File: src/rtl/fb_pkg.sv
// Shared types and widths for the framebuffer pixel writer and its FIFO.
package fb_pkg;

    localparam int COLOR_W   = 12;
    localparam int COORD_W   = 8;
    localparam int FB_ADDR_W = 16;
    localparam int LEVEL_W   = 7;

    typedef struct packed {
        logic [COORD_W-1:0] x;
        logic [COORD_W-1:0] y;
        logic [COLOR_W-1:0] color;
    } pixel_t;

    typedef enum logic {
        ST_IDLE  = 1'b0,
        ST_WRITE = 1'b1
    } wr_state_t;

    // Framebuffer is row-major: the row forms the upper address byte.
    function automatic logic [FB_ADDR_W-1:0] pix_addr(input pixel_t p);
        return {p.y, p.x};
    endfunction

endpackage

File: src/rtl/pix_fifo.sv
// Synchronous show-ahead FIFO of pixel_t; the head entry is visible without a pop.
module pix_fifo
    import fb_pkg::*;
#(
    parameter int DEPTH = 8
) (
    input  logic               i_clk,
    input  logic               i_rst,
    input  logic               i_push,
    input  logic               i_pop,
    input  pixel_t             i_data,
    output pixel_t             o_head,
    output logic [LEVEL_W-1:0] o_level,
    output logic               o_empty
);

    localparam int PTR_W = $clog2(DEPTH);

    pixel_t             r_mem [DEPTH];
    logic [PTR_W-1:0]   r_wr_ptr;
    logic [PTR_W-1:0]   r_rd_ptr;
    logic [LEVEL_W-1:0] r_level;

    always_ff @(posedge i_clk) begin
        if (i_push) begin
            r_mem[r_wr_ptr] <= i_data;
        end
    end

    // Pointers wrap naturally because DEPTH is a power of two.
    always_ff @(posedge i_clk or posedge i_rst) begin
        if (i_rst) begin
            r_wr_ptr <= '0;
            r_rd_ptr <= '0;
            r_level  <= '0;
        end else begin
            if (i_push) begin
                r_wr_ptr <= r_wr_ptr + PTR_W'(1);
            end
            if (i_pop) begin
                r_rd_ptr <= r_rd_ptr + PTR_W'(1);
            end
            case ({i_push, i_pop})
                2'b10:   r_level <= r_level + LEVEL_W'(1);
                2'b01:   r_level <= r_level - LEVEL_W'(1);
                default: r_level <= r_level;
            endcase
        end
    end

    assign o_head  = r_mem[r_rd_ptr];
    assign o_level = r_level;
    assign o_empty = (r_level == '0);

endmodule

File: src/rtl/fb_pixel_writer.sv
// Buffers pixel requests and writes them to the framebuffer as grants allow.
// Optional statistics counters are enabled with the FB_STATS_EN macro.
module fb_pixel_writer
    import fb_pkg::*;
#(
    parameter int FIFO_DEPTH = 8,
    parameter int DEDUP      = 1
) (
    input  logic                 clk,
    input  logic                 rst_n,
    input  logic                 pix_valid,
    input  logic [COORD_W-1:0]   pix_x,
    input  logic [COORD_W-1:0]   pix_y,
    input  logic [COLOR_W-1:0]   pix_color,
    output logic                 pix_ready,
    output logic                 mem_we,
    output logic [FB_ADDR_W-1:0] mem_addr,
    output logic [COLOR_W-1:0]   mem_data,
    input  logic                 mem_grant,
    input  logic                 ovf_clr,
    output logic                 overflow,
    output logic [LEVEL_W-1:0]   fifo_level,
    output logic                 idle
`ifdef FB_STATS_EN
    ,
    output logic [15:0]          wr_count,
    output logic [15:0]          drop_count
`endif
);

    pixel_t             w_pix;
    pixel_t             w_head;
    logic [LEVEL_W-1:0] w_level;
    logic               w_empty;
    logic               w_accept;
    logic               w_dup;
    logic               w_push;
    logic               w_pop;
    logic               w_ovf_set;

    wr_state_t          r_state;
    wr_state_t          w_next_state;
    pixel_t             r_last;
    logic               r_last_valid;
    logic               r_overflow;

    assign w_pix.x     = pix_x;
    assign w_pix.y     = pix_y;
    assign w_pix.color = pix_color;

    assign pix_ready = (w_level != LEVEL_W'(FIFO_DEPTH));
    assign w_accept  = pix_valid & pix_ready;
    assign w_dup     = (DEDUP != 0) & r_last_valid & (w_pix == r_last);
    assign w_push    = w_accept & ~w_dup;
    assign w_pop     = mem_we & mem_grant;
    assign w_ovf_set = pix_valid & ~pix_ready;

    pix_fifo #(
        .DEPTH (FIFO_DEPTH)
    ) u_fifo (
        .i_clk   (clk),
        .i_rst   (rst_n),
        .i_push  (w_push),
        .i_pop   (w_pop),
        .i_data  (w_pix),
        .o_head  (w_head),
        .o_level (w_level),
        .o_empty (w_empty)
    );

    always_ff @(posedge clk or posedge rst_n) begin
        if (rst_n) begin
            r_state <= ST_IDLE;
        end else begin
            r_state <= w_next_state;
        end
    end

    // Entering WRITE on the push itself keeps first-write latency at one cycle.
    always_comb begin
        w_next_state = r_state;
        case (r_state)
            ST_IDLE: begin
                if (!w_empty || w_push) begin
                    w_next_state = ST_WRITE;
                end
            end
            ST_WRITE: begin
                if (w_pop && (w_level == LEVEL_W'(1)) && !w_push) begin
                    w_next_state = ST_IDLE;
                end
            end
            default: w_next_state = ST_IDLE;
        endcase
    end

    always_comb begin
        mem_we   = 1'b0;
        mem_addr = '0;
        mem_data = '0;
        if (r_state == ST_WRITE) begin
            mem_we   = 1'b1;
            mem_addr = pix_addr(w_head);
            mem_data = w_head.color;
        end
    end

    always_ff @(posedge clk or posedge rst_n) begin
        if (rst_n) begin
            r_last       <= '0;
            r_last_valid <= 1'b0;
            r_overflow   <= 1'b0;
        end else begin
            if (w_push) begin
                r_last       <= w_pix;
                r_last_valid <= 1'b1;
            end
            if (w_ovf_set) begin
                r_overflow <= 1'b1;
            end else if (ovf_clr) begin
                r_overflow <= 1'b0;
            end
        end
    end

    assign overflow   = r_overflow;
    assign fifo_level = w_level;
    assign idle       = (r_state == ST_IDLE) & (w_level == '0);

`ifdef FB_STATS_EN
    logic [15:0] r_wr_count;
    logic [15:0] r_drop_count;
    logic        w_drop;

    assign w_drop = w_ovf_set | (w_accept & w_dup);

    // Write count wraps; drop count saturates so a flood of drops stays visible.
    always_ff @(posedge clk or posedge rst_n) begin
        if (rst_n) begin
            r_wr_count   <= '0;
            r_drop_count <= '0;
        end else begin
            if (w_pop) begin
                r_wr_count <= r_wr_count + 16'd1;
            end
            if (w_drop && (r_drop_count != 16'hFFFF)) begin
                r_drop_count <= r_drop_count + 16'd1;
            end
        end
    end

    assign wr_count   = r_wr_count;
    assign drop_count = r_drop_count;
`endif

endmodule

File: config.mk
export PLATFORM = sky130hd
export DESIGN_NAME = fb_pixel_writer
export DESIGN_NICKNAME = d
export VERILOG_FILES = /design/src/rtl/fb_pkg.sv /design/src/rtl/pix_fifo.sv /design/src/rtl/fb_pixel_writer.sv
export SDC_FILE = /design/constraint.sdc
export NUM_CORES = 1
export LEC_CHECK = 0
export ABC_AREA = 1
export CAP_MARGIN = 15
export CORE_MARGIN = 8
export CORE_UTILIZATION = 33
export DETAILED_ROUTE_END_ITERATION = 7
export HOLD_SLACK_MARGIN = 0.05
export MAX_ROUTING_LAYER = met4
export PLACE_DENSITY_LB_ADDON = 0.12
export SYNTH_ARGS = -nofsm -noshare
export SYNTH_HDL_FRONTEND = slang
export SYNTH_SLANG_ARGS = --single-unit
File: constraint.sdc
create_clock -name clk -period 8.03 [get_ports clk]
set_input_delay 0.803 -clock clk [delete_from_list [all_inputs] [get_ports clk]]
set_output_delay 0.803 -clock clk [all_outputs]
set_load 0.005 [all_outputs]
* Word level (Yosys, flattened, before mapping)
Memory sizes are Yosys's and may differ from the RTL's.
Index checks and enable logic that the tools add are counted.
** Storage, ports and cells
- Logic and storage cells :: 47
- RAM bits :: 224
- Register bits :: 44
- Bits of input ports :: 33
- Memories :: 1
** Operators by class
- $add $sub $neg :: 4
- Reduce and logical (&&, ||, !) cells :: 8
- Bitwise logic cells :: 9
- Muxes and demuxes :: 11
- Equality and inequality tests :: 5
** Memory list
- u_fifo.r_mem :: depth 8, bits a word 28, rd ports 1, clocked after memory_dff 0, wr ports 1, line pix_fifo.sv:19 : pixel_t r_mem [DEPTH];
** Operators by type and width (number)
- 28-bit equality test :: 1
- 16-bit 2-to-1 mux :: 1
- 7-bit one-hot mux with 2 select lines :: 1
- 12-bit 2-to-1 mux :: 1
- 7-bit by 1-bit adder with 7-bit output (second input constant) :: 1
- 7-bit by 1-bit equality test with 1-bit output (second input constant) :: 1
- 7-bit zero test :: 1
- 1-bit 2-to-1 mux :: 7
- 7-bit by 4-bit != test with 1-bit output (second input constant) :: 1
- 7-bit by 1-bit subtractor with 7-bit output (second input constant) :: 1
- 3-bit by 1-bit adder with 3-bit output (second input constant) :: 2
- 1-bit bitwise AND :: 6
- 2-bit nonzero test :: 2
- 1-bit NOT :: 3
- 2-bit by 1-bit equality test with 1-bit output (second input constant) :: 1
- 2-bit equality test (second input constant) :: 1
- 1-bit logical AND :: 2
- 1-bit zero test :: 2
- 1-bit one-hot mux with 2 select lines :: 1
- 1-bit logical OR :: 1

* Longest topological paths before layout
Gate-level depths: netlist of the first run.
- Depth after elaboration :: 8
- Gate-level depth with buffers :: 18
- Depth with buffers taken out :: 17

* Cells and area by module
From an unflattened synthesis of the first run, not the netlist that was laid out.
** Second synthesis, totals
- Cells, all modules :: 1132
- Area, all modules :: 11780.0 µm²
** By module, submodules not included
- pix_fifo :: times used 1, cells each 766, area each 9576.7 µm²
- fb_pixel_writer :: times used 1, cells each 366, area each 2203.4 µm²

* Worst setup path before layout of the first run
No wires, ideal clock.
- Path type :: input to register
- From :: input port pix_color[5]
- To :: memory u_fifo.r_mem[0][0] (netlist name) (enable)
- Stages :: 12
- Arrival time :: 2.695 ns
- Path slack :: 4.922 ns
- Library setup time :: 0.413 ns
- Data required time :: 7.617 ns
- Buffers on the path :: 1
- Path through :: inv_1 > nand2_1 > nand2_1 > inv_1 > nand2_1 > nor2_1 > nand2_1 > nor2_1 > nand2_1 > nand2_2 > buf_2 > nor2_1
** Between the ends
- Cells in the longest elaborated chain, start to end :: 6
** Ends and longest elaborated chain
- from (decl) :: line fb_pixel_writer.sv:14 : input logic [COLOR_W-1:0] pix_color,
- 28-bit equality test :: line fb_pixel_writer.sv:53 : assign w_dup = (DEDUP != 0) & r_last_valid & (w_pix == r_last);
- 1-bit bitwise AND :: line fb_pixel_writer.sv:53
- 1-bit NOT :: line fb_pixel_writer.sv:54 : assign w_push = w_accept & ~w_dup;
- 1-bit bitwise AND :: line fb_pixel_writer.sv:54
- 1-bit 2-to-1 mux :: line pix_fifo.sv:25 : if (i_push) begin
- 1-bit 2-to-1 mux (not written as such) :: line pix_fifo.sv:26 : r_mem[r_wr_ptr] <= i_data;
- to (decl) :: line pix_fifo.sv:19
No other way between the ends.

* Final worst setup path of the first run
- From :: register u_fifo.r_rd_ptr[0]
- To :: output port mem_addr[13]
** Between the ends
- Cells in the longest elaborated chain, start to end :: 2
** Ends and longest elaborated chain
- from (decl) :: line pix_fifo.sv:21 : logic [PTR_W-1:0] r_rd_ptr;
- from (signal assigned) :: line pix_fifo.sv:41 : r_rd_ptr <= r_rd_ptr + PTR_W'(1);
- memory 8 x 28 bit
- 16-bit 2-to-1 mux :: line fb_pixel_writer.sv:101 : if (r_state == ST_WRITE) begin
- to (decl) :: line fb_pixel_writer.sv:17 : output logic [FB_ADDR_W-1:0] mem_addr,
No other way between the ends.

==> results_dict.tcl, run 1 <==
set metrics [dict create \
    gp_congestion 0.7614 \
    ir_worst_vdd_v 0.0001556 \
    cts_setup_buffers 0 \
    layout-drive-gt1-share 0.07820 \
    groute.usage.overall 0.1462 \
    vias 7320 \
    syn_inst 1002 \
    cts-resized-gates 0 \
    worstPathRequired_ns 7.23 \
    rows 67 \
    fp.dieH_um 200.8 \
    total_power_uw 4762 \
    synthToLayoutAreaGrowth_pct 19.86 \
    skew_ns 0.01543 \
    p_per_area_nw_per_um2 352.5 \
    avgViaCountPerCell 4.769 \
    path_clk_slew_ns 0.06 \
    htree_levels 1 \
    yosysTopAreaCell "edfxtp_1" \
    grt_overflow 0 \
    clk-insertion-delay-late_ns 0.55 \
    dp_hpwl_mm 16.69 \
    regArea_um2 7835 \
    outcome "finished, final reports clean" \
    synth_seq_area_share 0.6946 \
    buffer_ports.inserted 71 \
    grt_max_degree 75 \
    crit_arrival_ns 3.65 \
    hold_depth 2 \
    syn-cell-area_um2 11270 \
    dieArea_um2 40320 \
    maxCapViolCount 0 \
    multi_input_area_um2 3004 \
    wl_per_cell_um 18.92 \
    cts.path.max_buffers 3 \
    cts_tree "built" \
    critPathMaxFanout 51 \
    ctsHoldBuffers 0 \
    setup_violations 0 \
    numCtsBuffers 30 \
    period_needed_ns 4.450 \
    drv_slew 0 \
    post-route-period-util 0.5541 \
    cts-root-buf "clkbuf_16" \
    syn_area_per_cell_um2 11.25 \
    yosys-top-cells-area "edfxtp_1, dfrtp_1, nor2_1, nand2_1, o32ai_1" \
    io-pin-count 72 \
    nNetsFinal 1103 \
    crit_type "reg2out" \
    endpoint_kind "output pin" \
    max_clock_freq_mhz 224.7 \
    start_util 0.3352 \
    ant_nets 0 \
    syn_nets 1042 \
    drc 0 \
    leakage_uw 0.004933 \
    synth_cell_types 28 \
    drt-pass1-iter-count 4 \
    hold_class "reg2reg" \
    rsz0062_at_grt "no" \
    antenna_found_initial 0 \
    first_iter_violations 457 \
    core-area_um2 33620 \
    synth.top_cell.area_share 0.5969 \
    wirelength_mm 29.05 \
    diodes 0 \
    grt_pass1_vias 7346 \
    clock-sinks 268 \
    ys_ff_latch 268 \
    max_slew_margin 0.2315 \
    setup-tns-final_ns 0 \
    fill_cells 3257 \
    die_w_um 200.8 \
    rr_worst_depth 8 \
    hold_viol_final 0 \
    grt_pass1_wl_mm 45.26 \
    tightest_slew_ns 1.150 \
    yosysWarnings 0 \
    cp-start-kind "flop" \
]
-- synth_stat cells --
cell and instances:
buf_2 17, nor2_2 1, ha_1 7, nor4_2 1
o22ai_1 1, buf_6 2, nand2_2 1, dfrtp_1 44
nand4_1 1, buf_1 2, edfxtp_1 224, a21oi_1 4
nand2_1 138, o21ai_1 13, xnor2_1 11, o2111ai_1 1
inv_1 58, nor2_1 248, o32ai_1 56, nor4_1 1
o21ai_0 81, xor2_1 8, nor3_1 2, buf_4 3
inv_2 5, nand3_1 38, clkbuf_1 33, nor3b_1 1
-- per-stage QoR --
| stage | setup WS (ns) | cell area, µm² | util | hold WS [ns] | cells |
|---|---|---|---|---|---|
| global placement | 3.753 | 12450 | 0.3702 | 0.4472 | 1477 |
| detailed placement | 3.679 | 12450 | 0.3702 | 0.4499 | 1477 |
| CTS | 3.476 | 13450 | 0.4002 | 0.4639 | 1533 |
| finish | 3.580 | 13510 | 0.4018 | 0.4590 | 1535 |
| global route | 3.253 | 13510 | 0.4018 | 0.4843 | 1535 |
| floorplan | 4.922 | 11270 | - | 0.4301 | 1002 |
-- routing by layer --
| layer | wire [µm] | share of wire | GRT usage |
|---|---|---|---|
| met1 | 14810 | 0.51 | 0.2108 |
| met2 | 12640 | 0.44 | 0.2153 |
| met3 | 1118 | 0.038 | 0.02437 |
| met4 | 477 | 0.016 | 0.02917 |
| met5 | 0 | 0 | - |
-- cells in the final DEF, fill, tap and decap left out, types with 4 or more instances in the layout --
cell type,count
edfxtp_1,224
ha_1,7
o21ai_1,13
clkbuf_16,31
xor2_1,8
inv_2,5
inv_1,57
buf_4,13
nor2_4,8
bufinv_16,4
a21oi_1,4
o32ai_1,56
xnor2_1,11
clkinv_2,12
clkinv_1,4
clkinvlp_4,5
clkdlybuf4s50_1,71
nor2_1,240
nand3_1,38
nand2_1,138
o21ai_0,81
dfrtp_1,42
-- report_power, final --
part / switching [µW] / total, µW / leakage [µW] / internal [µW]
clock: 553 / 1380 / 0.000490 / 829
combinational: 884 / 1510 / 0.00188 / 629
sequential: 158 / 1870 / 0.00256 / 1710
total: 1600 / 4760 / 0.00493 / 3170
-- worst paths after layout --
| path | from | to | slack [ns] |
|---|---|---|---|
| min in group asynchronous | rst_n | r_last[20]$_DFFE_PP0P_ | 0.75 |
| setup reg to reg | u_fifo.o_level[0]$_DFFE_PP0P_ | u_fifo.r_mem[5][11]$_DFFE_PP_ | 4.44 |
| hold / removal | r_last_valid$_DFFE_PP0P_ | r_last_valid$_DFFE_PP0P_ | 0.46 |
| setup / recovery | u_fifo.r_rd_ptr[0]$_DFFE_PP0P_ | mem_addr[13] | 3.58 |
| max in group asynchronous | rst_n | u_fifo.r_rd_ptr[0]$_DFFE_PP0P_ | 6.81 |
| hold reg to reg | r_last_valid$_DFFE_PP0P_ | r_last_valid$_DFFE_PP0P_ | 0.46 |
-- logic make-up after synthesis --
family | count (synthesis) | synth area share
AND/OR/NAND/NOR | 432 | 0.1503
flip-flops | 268 | 0.6946
AO/OA/AOI/OAI | 156 | 0.08838
buffers and inverters | 120 | 0.04419
XOR/XNOR | 19 | 0.01477
adder cells (fa/ha/maj) | 7 | 0.007771
-- registers in the layout, summed over array words and instances, names as in the netlist --
signal and flops:
u_fifo.r_mem 224, r_last_valid 1, u_fifo.r_rd_ptr 3, u_fifo.o_level 7, overflow 1, r_state 1, u_fifo.r_wr_ptr 3, r_last 28
-- worst max-delay path: stages, from the launching register on --
cell             delay [ns]
dfrtp_4                0.75
clkinv_2               0.75
buf_4                  0.53
nor2_1                 0.16
o32ai_1                0.11
o21ai_0                0.18
nor2_1                 0.07
clkdlybuf4s50_1        0.51
-- layout make-up --
cell class,instances,share of cell area
clock buffer,32,0.05771
clock inverter,24,0.01686
inverter,63,0.01760
multi-input combinational,614,0.2224
sequential,268,0.5800
tap,448,0.04150
timing repair buffer,86,0.06391
No activity file was read; power rests on OpenSTA's default activity.
==> inputs of run 2 (changes only) <==
==> constraint.sdc (replaced) <==
create_clock -name clk -period 4.42 [get_ports clk]
set_input_delay 0.442 -clock clk [delete_from_list [all_inputs] [get_ports clk]]
set_output_delay 0.442 -clock clk [all_outputs]
set_load 0.005 [all_outputs]
==> results_dict.tcl, run 2 (same netlist as run 1, synthesis figures left out) <==
set metrics [dict create \
    outcome "finished, final reports clean" \
    groute.usage.overall 0.1520 \
    crit_arrival_ns 3.25 \
    max_slew_margin 0.2750 \
    path_clk_slew_ns 0.06 \
    grt_max_degree 114 \
    fp.dieH_um 200.8 \
    wl_per_cell_um 19.49 \
    drv_slew 0 \
    numCtsBuffers 29 \
    reg2reg_to "u_fifo.r_mem[6][2]$_DFFE_PP_" \
    slowest_stage "dfrtp_4" \
    maxCapViolCount 0 \
    max_clock_freq_mhz 270.9 \
    hold_class "in2async" \
    drc 0 \
    ir_worst_vdd_v 0.0003291 \
    cp-start-kind "flop" \
    die_w_um 200.8 \
    mostFrequentLayoutCells "nor2_1, edfxtp_1, nand2_1, o21ai_0, clkdlybuf4s50_1" \
    fill_cells 3199 \
    post-route-period-util 0.8351 \
    start_util 0.3352 \
    grt_overflow 0 \
    crit_type "reg2out" \
    skew_ns 0.02204 \
    critical_path.cell_chain "buf_4, o21ai_0, o32ai_1, o21ai_1, nor2_1, clkdlybuf4s50_1" \
    wirelength_mm 30.17 \
    r2r_setup_slack_ns 1.62 \
    clk-insertion-delay-late_ns 0.54 \
    regArea_um2 7835 \
    synthToLayoutAreaGrowth_pct 20.53 \
    rows 67 \
    cts.path.max_buffers 3 \
    rsz0062_at_grt "no" \
    layout_commonest_cell "nor2_1" \
    rr_worst_depth 9 \
    buffer_ports.inserted 71 \
    io-pin-count 72 \
    clock-sinks 268 \
    cts_setup_buffers 0 \
    multi_input_area_um2 3004 \
    grt_pass1_vias 7513 \
    rr_startpoint "u_fifo.o_level[0]$_DFFE_PP0P_" \
    p_per_area_nw_per_um2 630.0 \
    cpPeakStageDelay_ns 1.06 \
    leakage_uw 0.004988 \
    dieArea_um2 40320 \
    antenna_found_initial 0 \
    grt_pass1_wl_mm 46.60 \
    setup_violations 0 \
    layout-drive-gt1-share 0.08273 \
    dpl_cell_area_um2 12650 \
    ctsHoldBuffers 0 \
    dp_hpwl_mm 17.78 \
    largest_reg_flops 224 \
    drt-pass1-iter-count 5 \
    hold_viol_final 0 \
    vias 7500 \
    avgViaCountPerCell 4.845 \
    cts_tree "built" \
    gp_congestion 0.7527 \
    diodes 0 \
    nNetsFinal 1119 \
    ant_nets 0 \
    design_area_um2 13580 \
    core-area_um2 33620 \
    top_register "u_fifo.r_mem" \
    endpoint_kind "output pin" \
    first_iter_violations 525 \
    period_needed_ns 3.691 \
    cts-resized-gates 0 \
    cts-root-buf "clkbuf_16" \
    setup-tns-final_ns 0 \
    critPathMaxFanout 94 \
    tightest_slew_ns 1.085 \
    worstPathRequired_ns 3.98 \
    htree_levels 1 \
]
-- run 2: cell count changes in the layout (fill, tap and decap cells not counted), sizes merged --
cell and change:
buf +17, clkbuf -1, clkinvlp -4, inv +1
-- run 2: how the worst max path moves through the flow --
stage | from | end | slack (ns)
finish | u_fifo.r_rd_ptr[1]$_DFFE_PP0P_ | mem_data[4] | 0.73
CTS | u_fifo.r_rd_ptr[1]$_DFFE_PP0P_ | mem_data[4] | 0.76
global placement | pix_color[7] | u_fifo.r_mem[7][17]$_DFFE_PP_ | 0.97
detailed placement | pix_color[7] | u_fifo.r_mem[7][17]$_DFFE_PP_ | 0.95
floorplan | u_fifo.o_level[0]$_DFFE_PP0P_ | u_fifo.r_mem[0][0]$_DFFE_PP_ | 1.56
global route | u_fifo.r_rd_ptr[1]$_DFFE_PP0P_ | mem_data[4] | 0.51
-- run 2: per-stage QoR --
step / hold WS (ns) / util / power, µW / instances / setup slack (ns)
floorplan: 0.4301 / - / 4951 / 1002 / 1.561
global placement: 0.4597 / 0.3763 / 6296 / 1496 / 0.9740
detailed placement: 0.4542 / 0.3763 / 6293 / 1496 / 0.9475
CTS: 0.4132 / 0.4041 / 8708 / 1548 / 0.7551
global route: 0.4625 / 0.4041 / 9106 / 1548 / 0.5080
finish: 0.3814 / 0.4041 / 8557 / 1548 / 0.7289
-- run 2: worst max-delay path, delay by kind of cell, from the launching register on --
kind / cells / cell delay (ns)
AND/OR/NAND/NOR: 1 / 0.13
flip-flops: 1 / 1.06
buffers and inverters: 2 / 0.93
AO/OA/AOI/OAI: 3 / 0.50
-- run 2: per-layer routing --
metal	vias to the layer above	track usage	part of all wire
li1	3626	-	-
met1	3673	0.2071	0.48
met2	163	0.2393	0.46
met3	38	0.02114	0.040
met4	0	0.03443	0.018
met5	-	-	0
-- run 2: power breakdown --
group          switching, µW  leakage [µW]  internal [µW]
registers                282       0.00256           3100
logic                   1600       0.00197           1190
clock network            965      0.000456           1420
total                   2850       0.00499           5710
-- run 2: layout make-up --
| cell class | count | area share |
|---|---|---|
| clock inverter | 21 | 0.01465 |
| clock buffer | 31 | 0.05398 |
| timing repair buffer | 103 | 0.07461 |
| multi-input combinational | 614 | 0.2212 |
| inverter | 63 | 0.01750 |
| tap | 448 | 0.04127 |
| sequential | 268 | 0.5768 |
